<file path="config.mk">
export PLATFORM = sky130hd
export DESIGN_NAME = vid_line_fetch_flat
export DESIGN_NICKNAME = d
export VERILOG_FILES = /design/src/rtl/vid_pkg.sv /design/src/rtl/vid_line_fetch_if.sv /design/src/rtl/vid_sync2.sv /design/src/rtl/vid_line_fetch.sv /design/src/flat_wrapper.sv
export SDC_FILE = /design/constraint.sdc
export NUM_CORES = 1
export LEC_CHECK = 0
export ABC_CLOCK_PERIOD_IN_PS = 11500
export CAP_MARGIN = 20
export CORE_MARGIN = 2
export CORE_UTILIZATION = 55
export CTS_BUF_LIST = sky130_fd_sc_hd__clkbuf_8
export CTS_CLUSTER_SIZE = 16
export DETAILED_ROUTE_END_ITERATION = 12
export DONT_BUFFER_PORTS = 1
export PLACE_DENSITY = 0.7
export SLEW_MARGIN = 25
export SYNTH_ARGS = -nofsm -noshare
export SYNTH_HDL_FRONTEND = slang
export SYNTH_SLANG_ARGS = --single-unit
</file>
<file path="constraint.sdc">
create_clock -name mcb_clk -period 11.5 [get_ports mcb_clk]
set_clock_uncertainty 0.1 [all_clocks]
set_input_delay 1.15 -clock mcb_clk [delete_from_list [all_inputs] [get_ports mcb_clk]]
set_output_delay 1.15 -clock mcb_clk [all_outputs]
set_load 0.005 [all_outputs]
</file>
<file path="src/rtl/vid_pkg.sv">
// Shared definitions for the video controller's mcb_clk-side blocks.
// Holds line geometry, the MCB read opcode, the fetch FSM states and the burst address helper.
package vid_pkg;

  localparam int         LINE_BYTES = 1024;
  localparam int         BUFF_DEPTH = 64;
  localparam logic [2:0] MCB_CMD_RD = 3'b001;

  typedef enum logic [1:0] {
    ST_IDLE = 2'd0,
    ST_RUN  = 2'd1,
    ST_DONE = 2'd2
  } fetch_state_e;

  // Byte address of burst n; the sum wraps within the 24-bit line address space.
  function automatic logic [23:0] burst_addr(input logic [23:0] base,
                                             input logic [2:0]  n,
                                             input logic [23:0] stride);
    burst_addr = base + (24'(n) * stride);
  endfunction

endpackage

</file>
<file path="src/rtl/vid_line_fetch_if.sv">
// MCB command/read port plus scanline buffer write port of the line fetch engine.
// master = fetch engine, slave = MCB and scanline buffer side.
interface vid_line_fetch_if;

  logic         cmd_en;
  logic [2:0]   cmd_instr;
  logic [5:0]   cmd_bl;
  logic [29:0]  cmd_byte_addr;
  logic         cmd_full;
  logic         rd_en;
  logic [31:0]  rd_data;
  logic         rd_empty;
  logic [127:0] buff_data;
  logic [5:0]   buff_addr;
  logic         buff_wr;

  modport master (
    output cmd_en, cmd_instr, cmd_bl, cmd_byte_addr, rd_en,
    output buff_data, buff_addr, buff_wr,
    input  cmd_full, rd_data, rd_empty
  );

  modport slave (
    input  cmd_en, cmd_instr, cmd_bl, cmd_byte_addr, rd_en,
    input  buff_data, buff_addr, buff_wr,
    output cmd_full, rd_data, rd_empty
  );

endinterface

</file>
<file path="src/rtl/vid_sync2.sv">
// Two-flop level synchroniser for single-bit (or independent multi-bit) level crossings
// between pclk and mcb_clk.
module vid_sync2 #(
  parameter int WIDTH = 1
) (
  input  logic             clk,
  input  logic             rst,
  input  logic [WIDTH-1:0] d,
  output logic [WIDTH-1:0] q
);

  logic [WIDTH-1:0] meta_q;
  logic [WIDTH-1:0] sync_q;

  always_ff @(posedge clk or posedge rst) begin
    if (rst) begin
      meta_q <= '0;
      sync_q <= '0;
    end else begin
      meta_q <= d;
      sync_q <= meta_q;
    end
  end

  assign q = sync_q;

endmodule

</file>
<file path="src/rtl/vid_line_fetch.sv">
// Scanline fetch engine: one request fetches a 1024-byte line as BURSTS MCB reads and packs
// 4 words per 128b buffer write. Optional read-timeout abort under `VFETCH_TIMEOUT_EN.
module vid_line_fetch
  import vid_pkg::*;
#(
  parameter int BURST_WORDS = 64,
  parameter int BURSTS      = 4
`ifdef VFETCH_TIMEOUT_EN
  ,
  parameter int TIMEOUT     = 1023
`endif
) (
  input  logic             mcb_clk,
  input  logic             reset,
  input  logic             mcb_rd,
  input  logic [19:0]      mcb_raddr,
  output logic             mcb_busy,
  output logic             fetch_err,
  vid_line_fetch_if.master bus
);

  localparam logic [2:0]  BURSTS_C = 3'(BURSTS);
  localparam logic [8:0]  TOTAL_C  = 9'(BURST_WORDS * BURSTS);
  localparam logic [23:0] STRIDE_C = 24'(BURST_WORDS * 4);

  fetch_state_e state_q, state_d;
  logic         rd_sync;
  logic         rd_prev_q;
  logic         req;
  logic [23:0]  base_q, base_d;
  logic [2:0]   issued_q, issued_d;
  logic [8:0]   words_q, words_d;
  logic [95:0]  pack_q, pack_d;
  logic         busy_q, busy_d;
  logic         buff_wr_q, buff_wr_d;
  logic [5:0]   buff_addr_q, buff_addr_d;
  logic [127:0] buff_data_q, buff_data_d;
  logic         cmd_en_c;
  logic         rd_en_c;
  logic         word_vld;
  logic [31:0]  word_c;
  logic         fill_active;

  vid_sync2 #(.WIDTH(1)) u_rd_sync (
    .clk (mcb_clk),
    .rst (reset),
    .d   (mcb_rd),
    .q   (rd_sync)
  );

  // Only the rising edge counts, so a level left high never retriggers a line.
  assign req = rd_sync & ~rd_prev_q;

  always_ff @(posedge mcb_clk or posedge reset) begin
    if (reset) begin
      state_q     <= ST_IDLE;
      rd_prev_q   <= 1'b0;
      base_q      <= '0;
      issued_q    <= '0;
      words_q     <= '0;
      pack_q      <= '0;
      busy_q      <= 1'b0;
      buff_wr_q   <= 1'b0;
      buff_addr_q <= '0;
      buff_data_q <= '0;
    end else begin
      state_q     <= state_d;
      rd_prev_q   <= rd_sync;
      base_q      <= base_d;
      issued_q    <= issued_d;
      words_q     <= words_d;
      pack_q      <= pack_d;
      busy_q      <= busy_d;
      buff_wr_q   <= buff_wr_d;
      buff_addr_q <= buff_addr_d;
      buff_data_q <= buff_data_d;
    end
  end

  always_comb begin
    state_d     = state_q;
    base_d      = base_q;
    issued_d    = issued_q;
    words_d     = words_q;
    pack_d      = pack_q;
    busy_d      = busy_q;
    buff_wr_d   = 1'b0;
    buff_addr_d = buff_addr_q;
    buff_data_d = buff_data_q;
    cmd_en_c    = 1'b0;
    rd_en_c     = 1'b0;
    word_vld    = 1'b0;
    word_c      = fill_active ? 32'h0 : bus.rd_data;

    unique case (state_q)
      ST_IDLE: begin
        if (req) begin
          state_d  = ST_RUN;
          base_d   = {mcb_raddr, 4'b0000};
          issued_d = '0;
          words_d  = '0;
          busy_d   = 1'b1;
        end
      end

      ST_RUN: begin
        // Commands are independent of data progress and may run ahead of it.
        if (!bus.cmd_full && (issued_q < BURSTS_C)) begin
          cmd_en_c = 1'b1;
          issued_d = issued_q + 3'd1;
        end
        if (words_q < TOTAL_C) begin
          rd_en_c  = !fill_active && !bus.rd_empty;
          word_vld = rd_en_c || fill_active;
        end
        if (word_vld) begin
          words_d = words_q + 9'd1;
          unique case (words_q[1:0])
            2'd0:    pack_d[31:0]  = word_c;
            2'd1:    pack_d[63:32] = word_c;
            2'd2:    pack_d[95:64] = word_c;
            default: begin
              buff_wr_d   = 1'b1;
              buff_addr_d = words_q[7:2];
              buff_data_d = {word_c, pack_q};
            end
          endcase
          if (words_q == (TOTAL_C - 9'd1)) begin
            state_d = ST_DONE;
          end
        end
      end

      ST_DONE: begin
        // The final buffer write is on the bus this cycle; busy drops right after it.
        state_d = ST_IDLE;
        busy_d  = 1'b0;
      end

      default: begin
        state_d = ST_IDLE;
        busy_d  = 1'b0;
      end
    endcase
  end

`ifdef VFETCH_TIMEOUT_EN
  localparam int            TO_W    = $clog2(TIMEOUT + 1);
  localparam logic [TO_W-1:0] TO_LAST = TO_W'(TIMEOUT - 1);

  logic [TO_W-1:0] to_cnt_q, to_cnt_d;
  logic            fill_q, fill_d;
  logic            err_q, err_d;

  always_ff @(posedge mcb_clk or posedge reset) begin
    if (reset) begin
      to_cnt_q <= '0;
      fill_q   <= 1'b0;
      err_q    <= 1'b0;
    end else begin
      to_cnt_q <= to_cnt_d;
      fill_q   <= fill_d;
      err_q    <= err_d;
    end
  end

  // Once the read FIFO has been idle for TIMEOUT cycles the rest of the line is zero-filled.
  always_comb begin
    to_cnt_d = to_cnt_q;
    fill_d   = fill_q;
    err_d    = err_q;
    if ((state_q == ST_IDLE) && req) begin
      to_cnt_d = '0;
      fill_d   = 1'b0;
    end else if ((state_q == ST_RUN) && !fill_q) begin
      if (rd_en_c) begin
        to_cnt_d = '0;
      end else if (bus.rd_empty) begin
        if (to_cnt_q == TO_LAST) begin
          fill_d = 1'b1;
          err_d  = 1'b1;
        end else begin
          to_cnt_d = to_cnt_q + 1'b1;
        end
      end
    end
  end

  assign fill_active = fill_q;
  assign fetch_err   = err_q;
`else
  assign fill_active = 1'b0;
  assign fetch_err   = 1'b0;
`endif

  assign mcb_busy          = busy_q;
  assign bus.cmd_en        = cmd_en_c;
  assign bus.cmd_instr     = MCB_CMD_RD;
  assign bus.cmd_bl        = 6'(BURST_WORDS - 1);
  assign bus.cmd_byte_addr = {6'b0, burst_addr(base_q, issued_q, STRIDE_C)};
  assign bus.rd_en         = rd_en_c;
  assign bus.buff_wr       = buff_wr_q;
  assign bus.buff_addr     = buff_addr_q;
  assign bus.buff_data     = buff_data_q;

endmodule

</file>
<file path="src/flat_wrapper.sv">
// flat-port wrapper written by rule: the top's interface ports become plain ports
module vid_line_fetch_flat import vid_pkg::*;
#(
  parameter int BURST_WORDS = 64,
  parameter int BURSTS      = 4

)
  (mcb_clk, reset, mcb_rd, mcb_raddr, mcb_busy, fetch_err, bus_cmd_en, bus_cmd_instr, bus_cmd_bl, bus_cmd_byte_addr, bus_rd_en, bus_buff_data, bus_buff_addr, bus_buff_wr, bus_cmd_full, bus_rd_data, bus_rd_empty);
  vid_line_fetch_if bus_i ();
  input  logic mcb_clk;
  input  logic reset;
  input  logic mcb_rd;
  input  logic [19:0] mcb_raddr;
  output logic mcb_busy;
  output logic fetch_err;
  output wire logic [$bits(bus_i.cmd_en)-1:0] bus_cmd_en;
  output wire logic [$bits(bus_i.cmd_instr)-1:0] bus_cmd_instr;
  output wire logic [$bits(bus_i.cmd_bl)-1:0] bus_cmd_bl;
  output wire logic [$bits(bus_i.cmd_byte_addr)-1:0] bus_cmd_byte_addr;
  output wire logic [$bits(bus_i.rd_en)-1:0] bus_rd_en;
  output wire logic [$bits(bus_i.buff_data)-1:0] bus_buff_data;
  output wire logic [$bits(bus_i.buff_addr)-1:0] bus_buff_addr;
  output wire logic [$bits(bus_i.buff_wr)-1:0] bus_buff_wr;
  input wire logic [$bits(bus_i.cmd_full)-1:0] bus_cmd_full;
  input wire logic [$bits(bus_i.rd_data)-1:0] bus_rd_data;
  input wire logic [$bits(bus_i.rd_empty)-1:0] bus_rd_empty;
  assign bus_cmd_en = bus_i.cmd_en;
  assign bus_cmd_instr = bus_i.cmd_instr;
  assign bus_cmd_bl = bus_i.cmd_bl;
  assign bus_cmd_byte_addr = bus_i.cmd_byte_addr;
  assign bus_rd_en = bus_i.rd_en;
  assign bus_buff_data = bus_i.buff_data;
  assign bus_buff_addr = bus_i.buff_addr;
  assign bus_buff_wr = bus_i.buff_wr;
  assign bus_i.cmd_full = bus_cmd_full;
  assign bus_i.rd_data = bus_rd_data;
  assign bus_i.rd_empty = bus_rd_empty;
  vid_line_fetch #(.BURST_WORDS(BURST_WORDS), .BURSTS(BURSTS)) u_core (.mcb_clk(mcb_clk), .reset(reset), .mcb_rd(mcb_rd), .mcb_raddr(mcb_raddr), .mcb_busy(mcb_busy), .fetch_err(fetch_err), .bus(bus_i));
endmodule
</file>
==> impl_metrics.ini, run 1 <==
[run_status]
outcome = completed

[floorplan]
coreArea_um2 = 19300
initial_core_util_pct = 55.7
ios = 235
dieArea_um2 = 20600
chipHeight_um = 144
die_w_um = 144
row_count = 51

[cts]
cts_setup_buffers = 0
clock-sinks = 269
ctsResizeCount = 0
cts_tree = built
ctsLongestPathBuffers = 3
hold_buffers = 0
root_buffer = clkbuf_8
clk_latency_ps = 520
path_clk_slew_ps = 60
cts-buffers-inserted = 42
htreeDepth = 2

[global_routing]
antenna_found_initial = 0
grt_first_pass_wirelength_um = 31000
grt_max_degree = 105
grt_pass1_vias = 5846
grt_usage_pct = 19.2
grt_overflow = 0

[layout]
num-nets-final = 803
drive_gt1_share_pct = 39.3
layout_common_cells = dfrtp_1, mux2_2, nand2_1, clkbuf_8
n_antenna_cell = 0
mostFrequentLayoutCell = dfrtp_1
design_area_um2 = 11600
synthToLayoutAreaGrowth_pct = 8.31
final_cells = 1031
fin_util_pct = 60.3

[synthesis]
ys_seq_elements = 269
netlist_instances = 722
yosysWarnings = 0
seq_area_frac_synth_pct = 62.7
ys_types = 41
synth_edf_count = 0
ys.flop_type = dfrtp_1
netlist_area_um2 = 10700
postSynth.asyncResetShare_pct = 100
synth_area_per_cell_um2 = 14.9

[timing]
finalCritPeriodShare_pct = 36.0
setup_tns_ps = 0
setup_viol = 0
finalCriticalPeriod_ps = 4140
slew_headroom_pct = 31.7
rsz0062_at_grt = false
final_hold_viol_count = 0
slew_viol_final = 0
worstMarginPinSlew_ps = 1020
max_freq_ghz = 0.242

[setup_path]
startpoint_type = primary input
worstSetupPathType = primary input to flip-flop
cp.required_ps = 11800
arrival_ps = 4440
crit_path_end_kind = flip-flop
cp_max_fo = 57

[route]
vias_per_cell = 5.42
drt_pass1_iterations = 4
drt_iter0_drc = 171
post-route-drc-count = 0
vias = 5590
wl_um = 19900
postRouteAntennaNets = 0
drt-wirelength-per-cell_um = 19.3

[place]
dpl.hpwl_um = 12900
globalplace.congestion = 0.751
portBuffers = 0
place_area_um2 = 10800
place_inst = 956

[power]
finalPower_mw = 1.79
leakagePower_nw = 6.09
power_density_nw_per_um2 = 154
ir_drop_mv = 0.0821

[worst_hold_path]
hp-class = flip-flop to flip-flop

[job]
maxCapViolCount = 0
==> synth_stat cells, types with 2 or more instances <==
library cell,n,area share [%]
nand3_1,5,0.23
clkbuf_1,4,0.14
buf_8,8,1.1
inv_1,9,0.31
mux2_2,224,24
xnor2_1,9,0.73
nand4_1,3,0.17
a21oi_1,4,0.19
o21ai_0,8,0.37
dfrtp_1,269,63
mux2i_1,2,0.19
nor2_1,8,0.28
conb_1,2,0.070
ha_1,10,1.2
buf_2,10,0.47
xor2_1,7,0.57
buf_4,31,2.2
nand2_1,72,2.5
mux2_1,7,0.73
and3_1,9,0.52
==> area by class of cell <==
type                    count  area (um2)
clock buffers              55         757
clock inverters            20        92.6
fillers                  1522        7650
inverters                  10        47.5
multi-input cells         408        3620
flip-flops and latches    269        6730
well taps                 265         332
repair buffers              4        37.5
==> metal layers <==
layer	track usage, %	routed length [um]
met1	23.4	8070
met2	31.3	9570
met3	8.40	1930
met4	5.21	310
met5	0	0
==> worst max-delay path, cell delays in order <==
cell and delay (ps):
nor4b_4 700, nand2_2 710, inv_4 720, buf_4 720, mux2_2 410
==> logic make-up (layout without fill, tap and decap cells) <==
kind of cell,after synthesis,after routing,share of synthesized area [%]
flip-flops,269,269,62.7
multiplexers,233,233,24.4
XOR/XNOR,16,16,1.31
AO/OA/AOI/OAI,17,17,0.933
buffers and inverters,63,89,4.24
AND/OR/NAND/NOR,111,111,4.93
other,2,20,0.0700
adder cells (fa/ha/maj),11,11,1.35
==> power by group <==
part	internal, mW	leakage, nW	switching, mW
clock network	0.430	0.492	0.352
logic	0.0160	1.98	0.0372
registers	0.951	3.62	0.00452
total	1.40	6.09	0.393
==> path summary, 6_finish.rpt <==
kind                                                  to  slack [ps]  depth (start not counted)               startpoint
worst min register to register        u_core.u_rd_sync.q         260                          0  u_core.u_rd_sync.meta_q
worst max-delay path            u_core.bus.buff_data[39]        7360                          5             bus_rd_empty
max in group asynchronous       u_core.bus.buff_data[61]        9570                          2                    reset
worst min-delay path                  u_core.u_rd_sync.q         260                          0  u_core.u_rd_sync.meta_q
worst max register to register  u_core.bus.buff_data[39]        7420                          5        u_core.state_q[1]
min in group asynchronous              u_core.pack_q[47]         480                          1                    reset
==> flip-flops by register name (all words and copies together), names as in the netlist, 2 cells and up <==
| signal | cells |
|---|---|
| u_core.bus.buff_data | 128 |
| u_core.pack_q | 96 |
| u_core.base_q | 20 |
| u_core.words_q | 9 |
| u_core.bus.buff_addr | 6 |
| u_core.issued_q | 3 |
| u_core.state_q | 2 |
==> metrics by stage <==
stage | setup slack (ps) | hold WS (ps)
floorplan | 2840 | 231
global placement | 6850 | 240
detailed placement | 6710 | 244
CTS | 7290 | 260
global route | 7110 | 268
finish | 7360 | 256
Note: power is estimated with default switching activity, not from simulation.
==> run 2: changes to the inputs <==
--- a/config.mk
+++ b/config.mk
@@ -5,7 +5,8 @@
 export SDC_FILE = /design/constraint.sdc
 export NUM_CORES = 1
 export LEC_CHECK = 0
-export ABC_CLOCK_PERIOD_IN_PS = 11500
+export ABC_AREA = 1
+export ABC_CLOCK_PERIOD_IN_PS = 4200
 export CAP_MARGIN = 20
 export CORE_MARGIN = 2
 export CORE_UTILIZATION = 55
==> constraint.sdc (replaced) <==
create_clock -name mcb_clk -period 4.2 [get_ports mcb_clk]
set_clock_uncertainty 0.1 [all_clocks]
set_input_delay 0.42 -clock mcb_clk [delete_from_list [all_inputs] [get_ports mcb_clk]]
set_output_delay 0.42 -clock mcb_clk [all_outputs]
set_load 0.005 [all_outputs]
==> impl_metrics.ini, run 2 <==
[synthesis]
synth_edf_count = 0
ys_seq_elements = 269
ys_types = 27
seq_area_frac_synth_pct = 62.3
synthXorXnorAreaFrac_pct = 0.486
synthSimpleGateAreaFrac_pct = 21.5
synth_top_area_share_pct = 62.3
muxShareOfSynthArea_pct = 0
netlist_area_um2 = 10800
yosysMostFrequentCell = nand2_1
postSynth.asyncResetShare_pct = 100
synth_compound_area_share_pct = 7.23
ys.flop_type = dfrtp_1
ys_top_cells_by_count = nand2_1, dfrtp_1, o21ai_0
yosysWarnings = 0
synth_fa_ha_area_share_pct = 1.34
synth_area_leader_cell = dfrtp_1
netlist_instances = 1190
synth_area_per_cell_um2 = 9.08
synthTopCellsByArea = dfrtp_1, nand2_1, o21ai_0
synth_top_family_by_area = simple AND/OR/NAND/NOR gates

[global_routing]
antenna_found_initial = 0
grt_pass1_vias = 7354
grt_usage_pct = 22.2
grt_overflow = 0
grt_first_pass_wirelength_um = 36800
grt_max_degree = 156

[timing]
setup_tns_ps = 0
rsz0062_at_grt = false
max_freq_ghz = 0.337
final_hold_viol_count = 0
whs_ps = 20.0
worstMarginPinSlew_ps = 859
finalCriticalPeriod_ps = 2970
setup_viol = 0
slew_headroom_pct = 42.8
slew_viol_final = 0
finalCritPeriodShare_pct = 70.6

[layout]
fin_util_pct = 61.6
num-nets-final = 1280
final_cells = 1507
n_antenna_cell = 0
synthToLayoutAreaGrowth_pct = 10.6
largest_reg_flops = 128
mostFrequentLayoutCell = nand2_1
drive_gt1_share_pct = 6.28
fillCellCount = 1634
layout_common_cells = nand2_1, dfrtp_1, o21ai_0, inv_1, clkbuf_8

[setup_path]
slowest_stage = fa_1
crit_path_end_kind = output pin
arrival_ps = 2450
slowest_delay_ps = 450
cp_max_fo = 6
crit_chain = ha_1, inv_1, fa_1, inv_1, nand2_1, a21oi_1, nand3_1, nand2_1, nand2_1
critPathBufInv = 2
critPathTopFamily = adder cells
worstSetupPathType = flip-flop to output pin
startpoint_type = flip-flop
cp.required_ps = 3680
cpMostUsedCell = nand2_1

[cts]
path_clk_slew_ps = 60
root_buffer = clkbuf_8
hold_buffers = 29
cts-buffers-inserted = 44
htreeDepth = 2
clk_latency_ps = 530
ctsLongestPathBuffers = 3
ctsResizeCount = 0
cts_tree = built
cts_setup_buffers = 0
clock-sinks = 269

[run_status]
outcome = completed

[route]
vias_per_cell = 4.94
post-route-drc-count = 0
drt_pass1_iterations = 4
drt-wirelength-per-cell_um = 14.9
vias = 7448
postRouteAntennaNets = 0
drt_iter0_drc = 417
wl_um = 22500

[worst_hold_path]
hp-class = primary input to flip-flop

[power]
power_density_nw_per_um2 = 701
leakagePower_nw = 6.38
ir_drop_mv = 0.330

[place]
globalplace.congestion = 0.775
portBuffers = 0
place_inst = 1402
dpl.hpwl_um = 13900

[floorplan]
dieArea_um2 = 20800
row_count = 51
chipHeight_um = 144
coreArea_um2 = 19400
initial_core_util_pct = 55.7
die_w_um = 144
ios = 235

[job]
maxCapViolCount = 0
[run 2: cell types whose count changed after synthesis, moves of 4 or more]
cell / before / now
o21ai_0: 8 / 155
buf_8: 8 / 0
buf_6: 0 / 13
xor2_1: 7 / 3
mux2_2: 224 / 0
buf_4: 31 / 25
nand3_1: 5 / 19
and3_1: 9 / 0
inv_1: 9 / 69
nand2_1: 72 / 538
mux2_1: 7 / 0
xnor2_1: 9 / 3
nor2_1: 8 / 21
clkbuf_1: 4 / 27
[run 2: power by group]
part / internal, mW / total, mW / leakage [nW] / switching [mW]
registers: 3.70 / 4.52 / 3.31 / 0.819
logic: 0.657 / 1.72 / 2.58 / 1.06
clock network: 1.16 / 2.15 / 0.491 / 0.987
total: 5.51 / 8.38 / 6.38 / 2.87
[run 2: cell type report]
type / count / area (um2) / area share [%]
clock buffers: 54 / 743 / 6.22
multi-input cells: 790 / 3400 / 28.5
repair buffers: 34 / 365 / 3.06
clock inverters: 22 / 98.8 / 0.827
flip-flops and latches: 269 / 6730 / 56.3
inverters: 73 / 282 / 2.35
well taps: 265 / 332 / 2.77
[run 2: per-stage QoR]
stage | power, mW | worst slack [ps] | instance area, um2
4_1_cts | 8.49 | 1190 | 12000
3_5_place_dp | 6.28 | 1780 | 10800
3_3_place_gp | 6.18 | 1830 | 10800
2_1_floorplan | 5.74 | 127 | 10900
5_1_grt | 9.08 | 1010 | 12000
6_report | 8.38 | 1230 | 12000
[run 2: logic make-up after synthesis]
kind of cell / Yosys count
buffers and inverters: 149
adders and majority gates: 11
and+or+nand+nor: 597
xor gates and xnor gates: 6
DFF: 269
other: 2
AOI/OAI and AO/OA: 156
[run 2: final timing paths]
check / from / end / slack [ps] / cells past startpoint
worst min-delay path: bus_rd_data[31] / u_core.pack_q[95] / 20 / 2
max in group asynchronous: reset / u_core.pack_q[75] / 2820 / 3
worst max register to register: u_core.state_q[1] / u_core.bus.buff_data[105] / 1840 / 7
worst max-delay path: u_core.issued_q[0] / bus_cmd_byte_addr[18] / 1230 / 9
worst min register to register: u_core.u_rd_sync.meta_q / u_core.u_rd_sync.q / 250 / 0
min in group asynchronous: reset / u_core.words_q[6] / 450 / 3
[run 2: layer usage]
metal | global-route usage, % | share of wire [%] | up-vias
met5 | 0 | 0 | -
met4 | 6.44 | 2.2 | 0
met3 | 7.65 | 8.4 | 38
met2 | 35.0 | 46 | 216
met1 | 29.4 | 44 | 3496
li1 | - | - | 3698
==> run 3: changes to the inputs <==
--- a/config.mk
+++ b/config.mk
@@ -5,8 +5,8 @@
 export SDC_FILE = /design/constraint.sdc
 export NUM_CORES = 1
 export LEC_CHECK = 0
-export ABC_AREA = 1
-export ABC_CLOCK_PERIOD_IN_PS = 4200
+export ABC_AREA = 0
+export ABC_CLOCK_PERIOD_IN_PS = 3000
 export CAP_MARGIN = 20
 export CORE_MARGIN = 2
 export CORE_UTILIZATION = 55
==> constraint.sdc (replaced) <==
create_clock -name mcb_clk -period 3 [get_ports mcb_clk]
set_clock_uncertainty 0.1 [all_clocks]
set_input_delay 0.3 -clock mcb_clk [delete_from_list [all_inputs] [get_ports mcb_clk]]
set_output_delay 0.3 -clock mcb_clk [all_outputs]
set_load 0.005 [all_outputs]
==> impl_metrics.ini, run 3 (synthesis results as in run 1) <==
[run_status]
outcome = completed

[layout]
n_antenna_cell = 0
num-nets-final = 869
synthToLayoutAreaGrowth_pct = 14.7
fin_util_pct = 63.8
mostFrequentLayoutCell = dfrtp_1
largest_reg_flops = 128
fillCellCount = 1445
drive_gt1_share_pct = 36.8
layout_common_cells = dfrtp_1, mux2_2, nand2_1, clkbuf_8, dlygate4sd3_1

[route]
vias = 5872
wl_met2_um = 10300
vias_per_cell = 5.36
drt-wirelength-per-cell_um = 19.3
post-route-drc-count = 0
wl_um = 21100
postRouteAntennaNets = 0
drt_iter0_drc = 206
met3_length_um = 1840
drt_pass1_iterations = 4
wl_met1_um = 8520
maxUsedRoutingLayer = met4

[setup_path]
reg2reg_setup_slack_ps = 810
startpoint_type = flip-flop
timing.rr.start = u_core.state_q[1]
cp_max_fo = 4
reg2reg_to = u_core.bus.buff_data[25]
cp.required_ps = 2600
worstSetupPathType = flip-flop to output pin
arrival_ps = 2390
crit_path_end_kind = output pin
r2r_cells = 5

[cts]
ctsLongestPathBuffers = 3
cts_setup_buffers = 0
clk_latency_ps = 520
htreeDepth = 2
root_buffer = clkbuf_8
clock-sinks = 269
path_clk_slew_ps = 60
cts_tree = built
cts-buffers-inserted = 43

[timing]
worstMarginPinSlew_ps = 655
setup_tns_ps = 0
rsz0062_at_grt = false
whs_ps = 73.9
fin_ws_ps = 211
finalCritPeriodShare_pct = 93.0
slew_headroom_pct = 56.3
max_freq_ghz = 0.359
final_hold_viol_count = 0
slew_viol_final = 0
setup_viol = 0
finalCriticalPeriod_ps = 2790

[global_routing]
grt_usage_pct = 20.7
grt_pass1_vias = 6286
grt_overflow = 0
grt_first_pass_wirelength_um = 33400
grt_max_degree = 68
antenna_found_initial = 0

[worst_hold_path]
whs_path_depth = 4
hp-class = primary input to flip-flop
hold_path_end = u_core.words_q[6]
worstHoldStart = bus_rd_empty

[floorplan]
chipHeight_um = 144
ios = 235
die_w_um = 144
dieArea_um2 = 20600
row_count = 51
initial_core_util_pct = 55.7
coreArea_um2 = 19300

[power]
leakagePower_nw = 6.39
pwr-share-clk_pct = 43.0
finalPower_mw = 6.94
switching_share_pct = 21.9
p_comb_share_pct = 4.3
ir_drop_mv = 0.365
intPower_mw = 5.42
p_seq_share_pct = 52.8
switchingPower_mw = 1.52
power_density_nw_per_um2 = 564

[job]
maxCapViolCount = 0

[place]
dpl.hpwl_um = 13800
globalplace.congestion = 0.818
pre_cts_slack_ps = 717
portBuffers = 0
run 3: per-layer routing:
layer  vias up  global-route usage, %
li1       2612                      -
met1      3037                   25.6
met2       194                   33.0
met3        29                   8.20
met4         0                   7.48
met5         -                      0
run 3: worst max-delay path, stage by stage, from the launching register on:
cell       delay [ps]
dfrtp_1           400
ha_1              190
inv_1              60
fa_1              450
nor2b_1           190
o2111ai_2         190
nor2_1            160
xor2_1            210
run 3: how the worst max path moves through the flow:
stage / cells after the start / to / from / slack (ps)
floorplan: 1 / u_core.base_q[10] / reset / -950
global placement: 7 / bus_cmd_byte_addr[22] / u_core.issued_q[0] / 780
detailed placement: 7 / bus_cmd_byte_addr[18] / u_core.issued_q[0] / 720
CTS: 7 / bus_cmd_byte_addr[18] / u_core.issued_q[0] / 140
global route: 7 / bus_cmd_byte_addr[18] / u_core.issued_q[0] / 50
finish: 7 / bus_cmd_byte_addr[18] / u_core.issued_q[0] / 210
run 3: cell type report:
cell class              count  area [um2]  area share [%]
flip-flops and latches    269        6730            54.7
repair buffers             69         721            5.86
clock buffers              56         771            6.26
inverters                  10        43.8           0.356
well taps                 265         332            2.70
multi-input cells         408        3630            29.5
clock inverters            19        73.8           0.600
run 3: through the flow:
step | cell area (um2) | std cells
global route | 12300 | 1096
CTS | 12300 | 1096
finish | 12300 | 1096
global placement | 10900 | 965
detailed placement | 10900 | 965
floorplan | 10800 | 740
run 3: what timing repair did:
| action | in CTS | in global routing |
|---|---|---|
| hold endpoints to repair | 173 | 0 |
| gates resized for setup | 0 | 1 |
| hold buffers | 56 | 0 |
| setup endpoints to repair | 0 | 1 |
run 3: power by group through the flow:
stage | Combinational (mW) | Clock, mW | Sequential, mW
3_3_place_gp | 0.217 | 0 | 3.73
5_1_grt | 0.337 | 3.27 | 3.66
6_report | 0.295 | 2.98 | 3.66
4_1_cts | 0.302 | 3.07 | 3.66
3_5_place_dp | 0.221 | 0 | 3.73
2_1_floorplan | 0.183 | 0 | 3.73
